### src/rtl/vdcmul_16b_seq.sv
// vdcmul_16b_seq: sequential 16x16 unsigned multiplier built around one
// combinational 8x8 Vedic multiplier. The four 8-bit partial products are
// formed one per cycle and accumulated into a 32-bit result.
//
// Ports:
//   clk        rising-edge clock
//   rst        synchronous active-high reset
//   in_valid   operand pair a/b presented
//   in_ready   operands accepted this cycle (IDLE and not in reset)
//   a, b       16-bit unsigned operands
//   out_valid  prod holds a completed result (registered)
//   out_ready  consumer takes the result this cycle
//   prod       registered 32-bit product
//   busy       high in any state other than IDLE

// 2x2 Vedic multiplier: vertical and crosswise terms.
module vdcmul_2b (
    input  logic [1:0] a,
    input  logic [1:0] b,
    output logic [3:0] p
);
    logic cross_carry;

    always_comb begin
        cross_carry = (a[1] & b[0]) & (a[0] & b[1]);
        p[0] = a[0] & b[0];
        p[1] = (a[1] & b[0]) ^ (a[0] & b[1]);
        p[2] = cross_carry ^ (a[1] & b[1]);
        p[3] = cross_carry & (a[1] & b[1]);
    end
endmodule

// 4x4 Vedic multiplier composed of four 2x2 blocks.
module vdcmul_4b (
    input  logic [3:0] a,
    input  logic [3:0] b,
    output logic [7:0] p
);
    logic [3:0] q0, q1, q2, q3;
    logic [5:0] mid;

    vdcmul_2b u_ll (.a(a[1:0]), .b(b[1:0]), .p(q0));
    vdcmul_2b u_hl (.a(a[3:2]), .b(b[1:0]), .p(q1));
    vdcmul_2b u_lh (.a(a[1:0]), .b(b[3:2]), .p(q2));
    vdcmul_2b u_hh (.a(a[3:2]), .b(b[3:2]), .p(q3));

    // Crosswise terms share the same weight and are summed before shifting.
    always_comb begin
        mid = 6'(q1) + 6'(q2);
        p   = 8'(q0) + (8'(mid) << 2) + (8'(q3) << 4);
    end
endmodule

// 8x8 Vedic multiplier composed of four 4x4 blocks.
module vdcmul_8b (
    input  logic [7:0]  a,
    input  logic [7:0]  b,
    output logic [15:0] p
);
    logic [7:0] q0, q1, q2, q3;
    logic [9:0] mid;

    vdcmul_4b u_ll (.a(a[3:0]), .b(b[3:0]), .p(q0));
    vdcmul_4b u_hl (.a(a[7:4]), .b(b[3:0]), .p(q1));
    vdcmul_4b u_lh (.a(a[3:0]), .b(b[7:4]), .p(q2));
    vdcmul_4b u_hh (.a(a[7:4]), .b(b[7:4]), .p(q3));

    always_comb begin
        mid = 10'(q1) + 10'(q2);
        p   = 16'(q0) + (16'(mid) << 4) + (16'(q3) << 8);
    end
endmodule

module vdcmul_16b_seq (
    input  logic        clk,
    input  logic        rst,
    input  logic        in_valid,
    output logic        in_ready,
    input  logic [15:0] a,
    input  logic [15:0] b,
    output logic        out_valid,
    input  logic        out_ready,
    output logic [31:0] prod,
    output logic        busy
);
    localparam int unsigned OP_W   = 16;
    localparam int unsigned HALF_W = 8;
    localparam int unsigned PP_W   = 16;
    localparam int unsigned ACC_W  = 32;
    localparam int unsigned K_W    = 2;
    localparam int unsigned SH_W   = 5;

    typedef enum logic [1:0] {
        ST_IDLE = 2'd0,
        ST_MUL  = 2'd1,
        ST_DONE = 2'd2
    } state_t;

    state_t state, state_nxt;

    logic [OP_W-1:0]   a_q, b_q;
    logic [K_W-1:0]    k;
    logic [ACC_W-1:0]  acc;
    logic [HALF_W-1:0] mul_a, mul_b;
    logic [PP_W-1:0]   pp;
    logic [SH_W-1:0]   shift;
    logic [ACC_W-1:0]  acc_sum;

    logic load_ops;
    logic do_step;
    logic do_finish;
    logic do_handshake;

    // Status decode: state register only, gated by reset for in_ready.
    assign in_ready = (state == ST_IDLE) && !rst;
    assign busy     = (state != ST_IDLE);

    // Operand mux: k[1] picks the a half, k[0] picks the b half.
    always_comb begin
        mul_a = k[1] ? a_q[15:8] : a_q[7:0];
        mul_b = k[0] ? b_q[15:8] : b_q[7:0];
        unique case (k)
            2'd0:    shift = SH_W'(0);
            2'd3:    shift = SH_W'(16);
            default: shift = SH_W'(8);
        endcase
    end

    vdcmul_8b u_mul (.a(mul_a), .b(mul_b), .p(pp));

    assign acc_sum = acc + (ACC_W'(pp) << shift);

    // State register.
    always_ff @(posedge clk) begin
        if (rst) begin
            state <= ST_IDLE;
        end else begin
            state <= state_nxt;
        end
    end

    // Next-state and datapath control.
    always_comb begin
        state_nxt    = state;
        load_ops     = 1'b0;
        do_step      = 1'b0;
        do_finish    = 1'b0;
        do_handshake = 1'b0;
        unique case (state)
            ST_IDLE: begin
                if (in_valid) begin
                    load_ops  = 1'b1;
                    state_nxt = ST_MUL;
                end
            end
            ST_MUL: begin
                do_step = 1'b1;
                if (k == K_W'(3)) begin
                    do_finish = 1'b1;
                    state_nxt = ST_DONE;
                end
            end
            ST_DONE: begin
                if (out_ready) begin
                    do_handshake = 1'b1;
                    state_nxt    = ST_IDLE;
                end
            end
            default: state_nxt = ST_IDLE;
        endcase
    end

    // Operand capture, accumulation and result registers.
    always_ff @(posedge clk) begin
        if (rst) begin
            a_q       <= '0;
            b_q       <= '0;
            k         <= '0;
            acc       <= '0;
            prod      <= '0;
            out_valid <= 1'b0;
        end else begin
            if (load_ops) begin
                a_q <= a;
                b_q <= b;
                acc <= '0;
                k   <= '0;
            end else if (do_step) begin
                acc <= acc_sum;
                k   <= k + K_W'(1);
            end
            if (do_finish) begin
                prod      <= acc_sum;
                out_valid <= 1'b1;
            end else if (do_handshake) begin
                out_valid <= 1'b0;
            end
        end
    end
endmodule

### config.mk
export PLATFORM = sky130hd
export DESIGN_NAME = vdcmul_16b_seq
export DESIGN_NICKNAME = d
export VERILOG_FILES = /design/src/rtl/vdcmul_16b_seq.sv
export SDC_FILE = /design/constraint.sdc
export NUM_CORES = 1
export LEC_CHECK = 0
export ABC_CLOCK_PERIOD_IN_PS = 17810
export CORE_MARGIN = 5
export CORE_UTILIZATION = 51
export CTS_BUF_LIST = sky130_fd_sc_hd__clkbuf_8
export CTS_CLUSTER_SIZE = 10
export DETAILED_ROUTE_END_ITERATION = 10
export HOLD_SLACK_MARGIN = 0.08
export PLACE_DENSITY = 0.72
export SYNTH_ARGS = -nofsm -noshare
export SYNTH_HDL_FRONTEND = slang
export SYNTH_SLANG_ARGS = --single-unit
### constraint.sdc
create_clock -name clk -period 17.81 [get_ports clk]
set_clock_uncertainty 0.1 [all_clocks]
set_input_delay 1.781 -clock clk [delete_from_list [all_inputs] [get_ports clk]]
set_output_delay 1.781 -clock clk [all_outputs]
set_load 0.02 [all_outputs]
==> results.ini, run 1 <==
[setup_path]
arrival_ps = 8270
r2r_start = k[0]
critPathKind = flip-flop to flip-flop
cp-start-kind = flip-flop
cp.required_ps = 18010
max_stage_delay_ps = 690
crit_slowest_cell = mux2i_1
crit_top_cell = ha_1
critPathLaunch = k[0]
crit_fanout = 11
end_kind = flip-flop

[global_route]
grt_max_degree = 80
grt_pass1_vias = 6712
grt.overflow.total = 0
grt_pass1_wl_um = 32700
antenna_found_initial = 0
grt_usage_pct = 21.7

[timing]
setup_viol = 0
final-max-slew-violation-count = 0
rsz0062_at_grt = no
hold_violations = 0
tns_ps = 0
fin_crit_ps = 8080
worst_pin_slew_ps = 1080
fmax_ghz = 0.124
max_slew_margin_pct = 28.3
fin_crit_sh_pct = 45.3

[drt]
vias = 7377
routedWlPerCell_um = 15.1
wl_um = 20000
dr.pass1.iters = 5
drt_drc_violations_left = 0
ant_nets = 0
viasPerCell = 5.58
drt-initial-drc-count = 529

[logic_synthesis]
synth.yosys.seq_area_share_pct = 24.6
syn-num-nets = 1227
synth_top_area_cell = dfxtp_1
netlist.area_leader.share_pct = 24.6
synth-edff-count = 0
post_synth_instance_area_um2 = 8240
synth_cells = 1062
syn_avg_cell_area_um2 = 7.75
ys.flop_type = dfxtp_1
synthArstFlopShare_pct = 0
synth_cell_type_count = 66
ys_warn_count = 0
ys_ff_latch = 101
synthTopCellsByArea = dfxtp_1, ha_1, nand2_1

[run]
drv_cap = 0

[clock_network]
cts_buffer_depth = 2
clk_pin_slew_ps = 100
cts_root_buffer = clkbuf_8
tritoncts = done
clk_latency_ps = 390
cts_setup_buffers = 0
htreeDepth = 3
cts-resized-gates = 0
cts_buffers = 9
ctsHoldBuffers = 0
clkSinkCount = 101

[pwr]
clock_power_share_pct = 31.7
p_switching_mw = 0.145
seqPwrFrac_pct = 49.7
swShare_pct = 30.5
ir_worst_vdd_uv = 52.0
intPower_mw = 0.331
power.density_nw_per_um2 = 51.7
combPwrFrac_pct = 18.5
leakagePower_nw = 4.21

[die]
die-area_um2 = 18800
pin_count = 71
initial_core_util_pct = 51.8
die_w_um = 137
die_y_um = 137
placementRows = 46
core_um2 = 15900

[layout]
fillCellCount = 1534
nets = 1268
antennaDiodeCount = 0
drive_gt1_share_pct = 3.34
fin_util_pct = 58.0
multi_input_area_um2 = 5830
area_delta_synth_final_pct = 11.9
seq_area_um2 = 2020

[placement]
post-dp-hpwl_um = 15600
gp_congestion = 0.961
io_buffers = 70

[worst_hold_path]
hp-class = flip-flop to flip-flop
worstHoldStart = prod[6]

[run_status]
outcome = finished, final reports clean

==> state kept, by name (all words and copies together) (netlist names) <==
name,cells
a_q,16
acc,32
b_q,16
k,2
out_valid,1
prod,32
state,2
==> final cells by class <==
type | instances | share of cell area [%]
multi-input cells | 872 | 63.2
clock buffers | 9 | 1.34
flip-flops and latches | 101 | 21.9
inverters | 43 | 1.75
repair buffers | 76 | 8.04
well taps | 216 | 2.93
clock inverters | 6 | 0.760
==> synth_stat cells, types with 5 or more instances <==
master,count
xnor2_1,44
buf_1,6
nand3b_1,5
clkbuf_1,33
fa_1,11
o21a_1,9
mux2i_1,19
and2_1,9
a21oi_1,130
nor3_1,13
a31oi_1,7
nand2b_1,8
xor2_1,17
ha_1,118
inv_1,41
a211oi_1,13
dfxtp_1,101
nand2_1,175
o21bai_1,11
o21ai_0,16
nand3_1,19
nor2_1,134
and3_1,5
a21o_1,33
==> per-layer routing <==
layer  track usage [%]  routed length, µm  vias to the layer above
met5                 0                  0                        -
met4              7.48                509                        0
met3              4.15               1060                       41
met2              34.9               8960                      215
met1              29.0               9480                     3326
li1                  -                  -                     3795
==> worst max-delay path: cells and delay by family, from the launching register on <==
kind	cells	cell delay, ps
mux	1	690
fa+ha+maj	6	2550
buf+inv	3	200
compound gates	10	1830
flops	1	680
xor+xnor	1	290
simple gates	11	1650
==> metrics by stage <==
| stage | total power, mW | worst slack, ps | cells | hold WS [ps] | instance area (µm²) |
|---|---|---|---|---|---|
| 2_1_floorplan | 0.303 | 10500 | 1062 | 336 | 8240 |
| 3_3_place_gp | 0.329 | 10060 | 1308 | 339 | 9020 |
| 3_5_place_dp | 0.330 | 9790 | 1308 | 346 | 9020 |
| 4_1_cts | 0.482 | 9780 | 1323 | 359 | 9220 |
| 5_1_grt | 0.498 | 9180 | 1323 | 379 | 9220 |
| 6_report | 0.477 | 9730 | 1323 | 357 | 9220 |
==> power groups by stage <==
stage,combinational [mW],sequential (mW),clock (mW)
2_1_floorplan,0.0635,0.240,0
3_3_place_gp,0.0864,0.243,0
3_5_place_dp,0.0874,0.242,0
4_1_cts,0.0880,0.237,0.157
5_1_grt,0.0981,0.238,0.162
6_report,0.0884,0.237,0.151
==> cell families after synthesis <==
| logic type | after synthesis | share of synthesized area, % |
|---|---|---|
| simple gates | 399 | 21.0 |
| compound gates | 263 | 20.1 |
| fa+ha+maj | 129 | 20.6 |
| flops | 101 | 24.6 |
| buf+inv | 89 | 4.72 |
| xor+xnor | 62 | 6.76 |
| mux | 19 | 2.31 |
==> path summary, 6_finish.rpt <==
path	depth (start not counted)	slack, ps	to
worst max-delay path	32	9730	acc[28]
worst min register to register	2	360	prod[6]
worst max register to register	32	9730	acc[28]
worst min-delay path	2	360	prod[6]
==> cell usage in the layout (no fill, tap or decap), types with 3 or more instances in the layout <==
master and instances:
and3_1 5, a21o_1 33, xor2_1 17, fa_1 11, o21bai_1 11, ha_1 118
nand2b_1 8, nand2_1 175, clkbuf_8 9, nor3_1 13, nand3_1 19, xnor2_1 44
a31o_2 3, or4_1 4, mux2i_1 19, dfxtp_1 101, inv_6 4, o21ai_0 16
clkdlybuf4s50_1 69, and4_1 4, and2_1 9, inv_1 41, nand3b_1 5, o22ai_1 4
a211oi_1 13, o21a_1 9, nor2b_1 3, a31oi_1 7, nor2_1 134, a2111oi_0 3
a22o_1 3, buf_4 6, nor4_1 4, a211o_1 3, nand4_1 4, a21oi_1 130
o31ai_1 4
Power figures use the tool's default switching activity.
==> run 2, diff against run 1 <==
--- a/config.mk
+++ b/config.mk
@@ -5,7 +5,7 @@
 export SDC_FILE = /design/constraint.sdc
 export NUM_CORES = 1
 export LEC_CHECK = 0
-export ABC_CLOCK_PERIOD_IN_PS = 17810
+export ABC_CLOCK_PERIOD_IN_PS = 8440
 export CORE_MARGIN = 5
 export CORE_UTILIZATION = 51
 export CTS_BUF_LIST = sky130_fd_sc_hd__clkbuf_8
==> constraint.sdc (replaced) <==
create_clock -name clk -period 8.44 [get_ports clk]
set_clock_uncertainty 0.1 [all_clocks]
set_input_delay 0.844 -clock clk [delete_from_list [all_inputs] [get_ports clk]]
set_output_delay 0.844 -clock clk [all_outputs]
set_load 0.02 [all_outputs]
==> run 2 against run 1 <==
Against the previous run: sequential power increased by 110%; worst setup slack lost 9200 ps; highest routed layer unchanged; critical path depth stayed put; cell area increased by 1.4%; clock-buffer cell count is 1 higher; global-route usage up 0.18 points; routed wire length is 0.77% higher; combinational power increased by 120%; hold slack worse by 0.58 ps; first-iteration DRC count decreased by 0.38%.
==> results.ini, run 2 (same netlist as run 1, synthesis figures left out) <==
[drt]
ant_nets = 0  ; unchanged
top_layer = met4  ; unchanged
drt-met1-wl_um = 9520  ; was 9480 µm
dr.pass1.iters = 5  ; unchanged
wl_met3_um = 1010  ; was 1060 µm
viasPerCell = 5.57  ; was 5.58
wl_um = 20200  ; was 20000 µm
routedWlPerCell_um = 15.0  ; was 15.1 µm
drt_drc_violations_left = 0  ; unchanged
drt-initial-drc-count = 527  ; was 529
met2_length_um = 9170  ; was 8960 µm
vias = 7461  ; was 7377

[run_status]
outcome = finished, final reports clean  ; unchanged

[layout]
antennaDiodeCount = 0  ; unchanged
largestRegisters = acc (32), prod (32)  ; unchanged
fin_util_pct = 58.8  ; was 58.0%
layout.cells.most_common = nand2_1  ; unchanged
area_delta_synth_final_pct = 13.4  ; was 11.9%
layout_common_cells = nand2_1, nor2_1, a21oi_1  ; unchanged
nets = 1284  ; was 1268
drive_gt1_share_pct = 4.72  ; was 3.34%

[clock_network]
tritoncts = done  ; unchanged
clk_latency_ps = 390  ; about the same
cts_root_buffer = clkbuf_8  ; unchanged
cts-resized-gates = 0  ; unchanged
clk_pin_slew_ps = 100  ; about the same
cts_buffers = 9  ; unchanged
cts_buffer_depth = 2  ; unchanged
htreeDepth = 3  ; unchanged
ctsHoldBuffers = 0  ; unchanged
cts_setup_buffers = 0  ; unchanged
clkSinkCount = 101  ; unchanged

[setup_path]
path_buf_inv = 3  ; unchanged
crit_top_cell = ha_1  ; unchanged
max_stage_delay_ps = 680  ; was 690 ps
end_kind = flip-flop  ; unchanged
cp-start-kind = flip-flop  ; unchanged
critPathKind = flip-flop to flip-flop  ; unchanged
cp_top_family = adder cells  ; unchanged
arrival_ps = 8080  ; was 8270 ps
r2r_cells = 32  ; unchanged
crit_fanout = 11  ; unchanged
cp.required_ps = 8630  ; was 18010 ps
crit_slowest_cell = dfxtp_1  ; was mux2i_1
path_depth = 32  ; unchanged

[timing]
final-max-slew-violation-count = 0  ; unchanged
tns_ps = 0  ; unchanged
fmax_ghz = 0.127  ; was 0.124 GHz
fin_crit_ps = 7890  ; was 8080 ps
setup_viol = 0  ; unchanged
rsz0062_at_grt = no  ; unchanged
worst_pin_slew_ps = 1070  ; was 1080 ps
max_slew_margin_pct = 29.0  ; was 28.3%
fin_crit_sh_pct = 93.5  ; was 45.3%
holdWs_ps = 356  ; was 357 ps
hold_violations = 0  ; unchanged

[global_route]
antenna_found_initial = 0  ; unchanged
grt.overflow.total = 0  ; unchanged
grt_pass1_wl_um = 33300  ; was 32700 µm
grt_pass1_vias = 6935  ; was 6712
grt_usage_pct = 21.8  ; was 21.7%
grt_max_degree = 80  ; unchanged

[pwr]
ir_worst_vdd_uv = 104  ; was 52.0 µV
leakagePower_nw = 4.28  ; was 4.21 nW
power.density_nw_per_um2 = 109  ; was 51.7 nW/µm²

[worst_hold_path]
hp-class = flip-flop to flip-flop  ; unchanged
hold_path_depth = 2  ; unchanged

[placement]
post-dp-hpwl_um = 15600  ; about the same
io_buffers = 70  ; unchanged
gp_congestion = 0.943  ; was 0.961

[die]
pin_count = 71  ; unchanged
initial_core_util_pct = 51.8  ; unchanged
placementRows = 46  ; unchanged
die_y_um = 137  ; unchanged
core_um2 = 15900  ; unchanged
die_w_um = 137  ; unchanged
die-area_um2 = 18800  ; unchanged

[run]
drv_cap = 0  ; unchanged

-- run 2: changes by cell type in the layout (fill, tap and decap cells not counted), sizes merged --
cell      delta
buf         +16
inv          -3
clkinv       +2
clkbuf       +1
clkinvlp     +1
-- run 2: layer usage --
layer | track usage [%] | vias up
met5 | 0 | -
met4 | 7.37 | 0
met3 | 3.01 | 38
met2 | 35.8 | 196
met1 | 29.5 | 3415
li1 | - | 3812
-- run 2: worst register-to-register path, delay by kind of cell, from the launching register on --
family                   cells  cell delay [ps]
adder cells (fa/ha/maj)      6             2530
AO/OA/AOI/OAI               10             1800
AND/OR/NAND/NOR             11             1630
flip-flops                   1              680
multiplexers                 1              570
XOR/XNOR                     1              280
buffers and inverters        3              190
-- run 2: where the power goes --
| group | total, mW | switching, mW | internal (mW) | leakage, nW |
|---|---|---|---|---|
| sequential | 0.499 | 0.00941 | 0.490 | 0.820 |
| combinational | 0.197 | 0.120 | 0.0766 | 3.36 |
| clock | 0.320 | 0.176 | 0.145 | 0.104 |
| total | 1.02 | 0.305 | 0.711 | 4.28 |
-- run 2: metrics by stage --
step | setup WS [ps] | power [mW] | cell area, µm² | std cells
floorplan | 1130 | 0.640 | 8240 | 1062
global placement | 819 | 0.702 | 9140 | 1324
detailed placement | 664 | 0.705 | 9140 | 1324
CTS | 635 | 1.02 | 9340 | 1340
global route | 4.84 | 1.06 | 9340 | 1340
finish | 552 | 1.02 | 9340 | 1340
-- run 2: worst paths after layout --
kind             from       end  slack [ps]
max              k[0]   acc[28]         550
min reg2reg  prod[11]  prod[11]         360
max reg2reg      k[0]   acc[28]         550
min          prod[11]  prod[11]         360
-- run 2: layout make-up --
| type | count | area (µm²) |
|---|---|---|
| fill | 1503 | 6540 |
| timing repair buffer | 92 | 861 |
| tap | 216 | 270 |
| clock buffer | 10 | 138 |
| clock inverter | 6 | 63.8 |
| inverter | 43 | 161 |
| multi-input combinational | 872 | 5830 |
| sequential | 101 | 2020 |
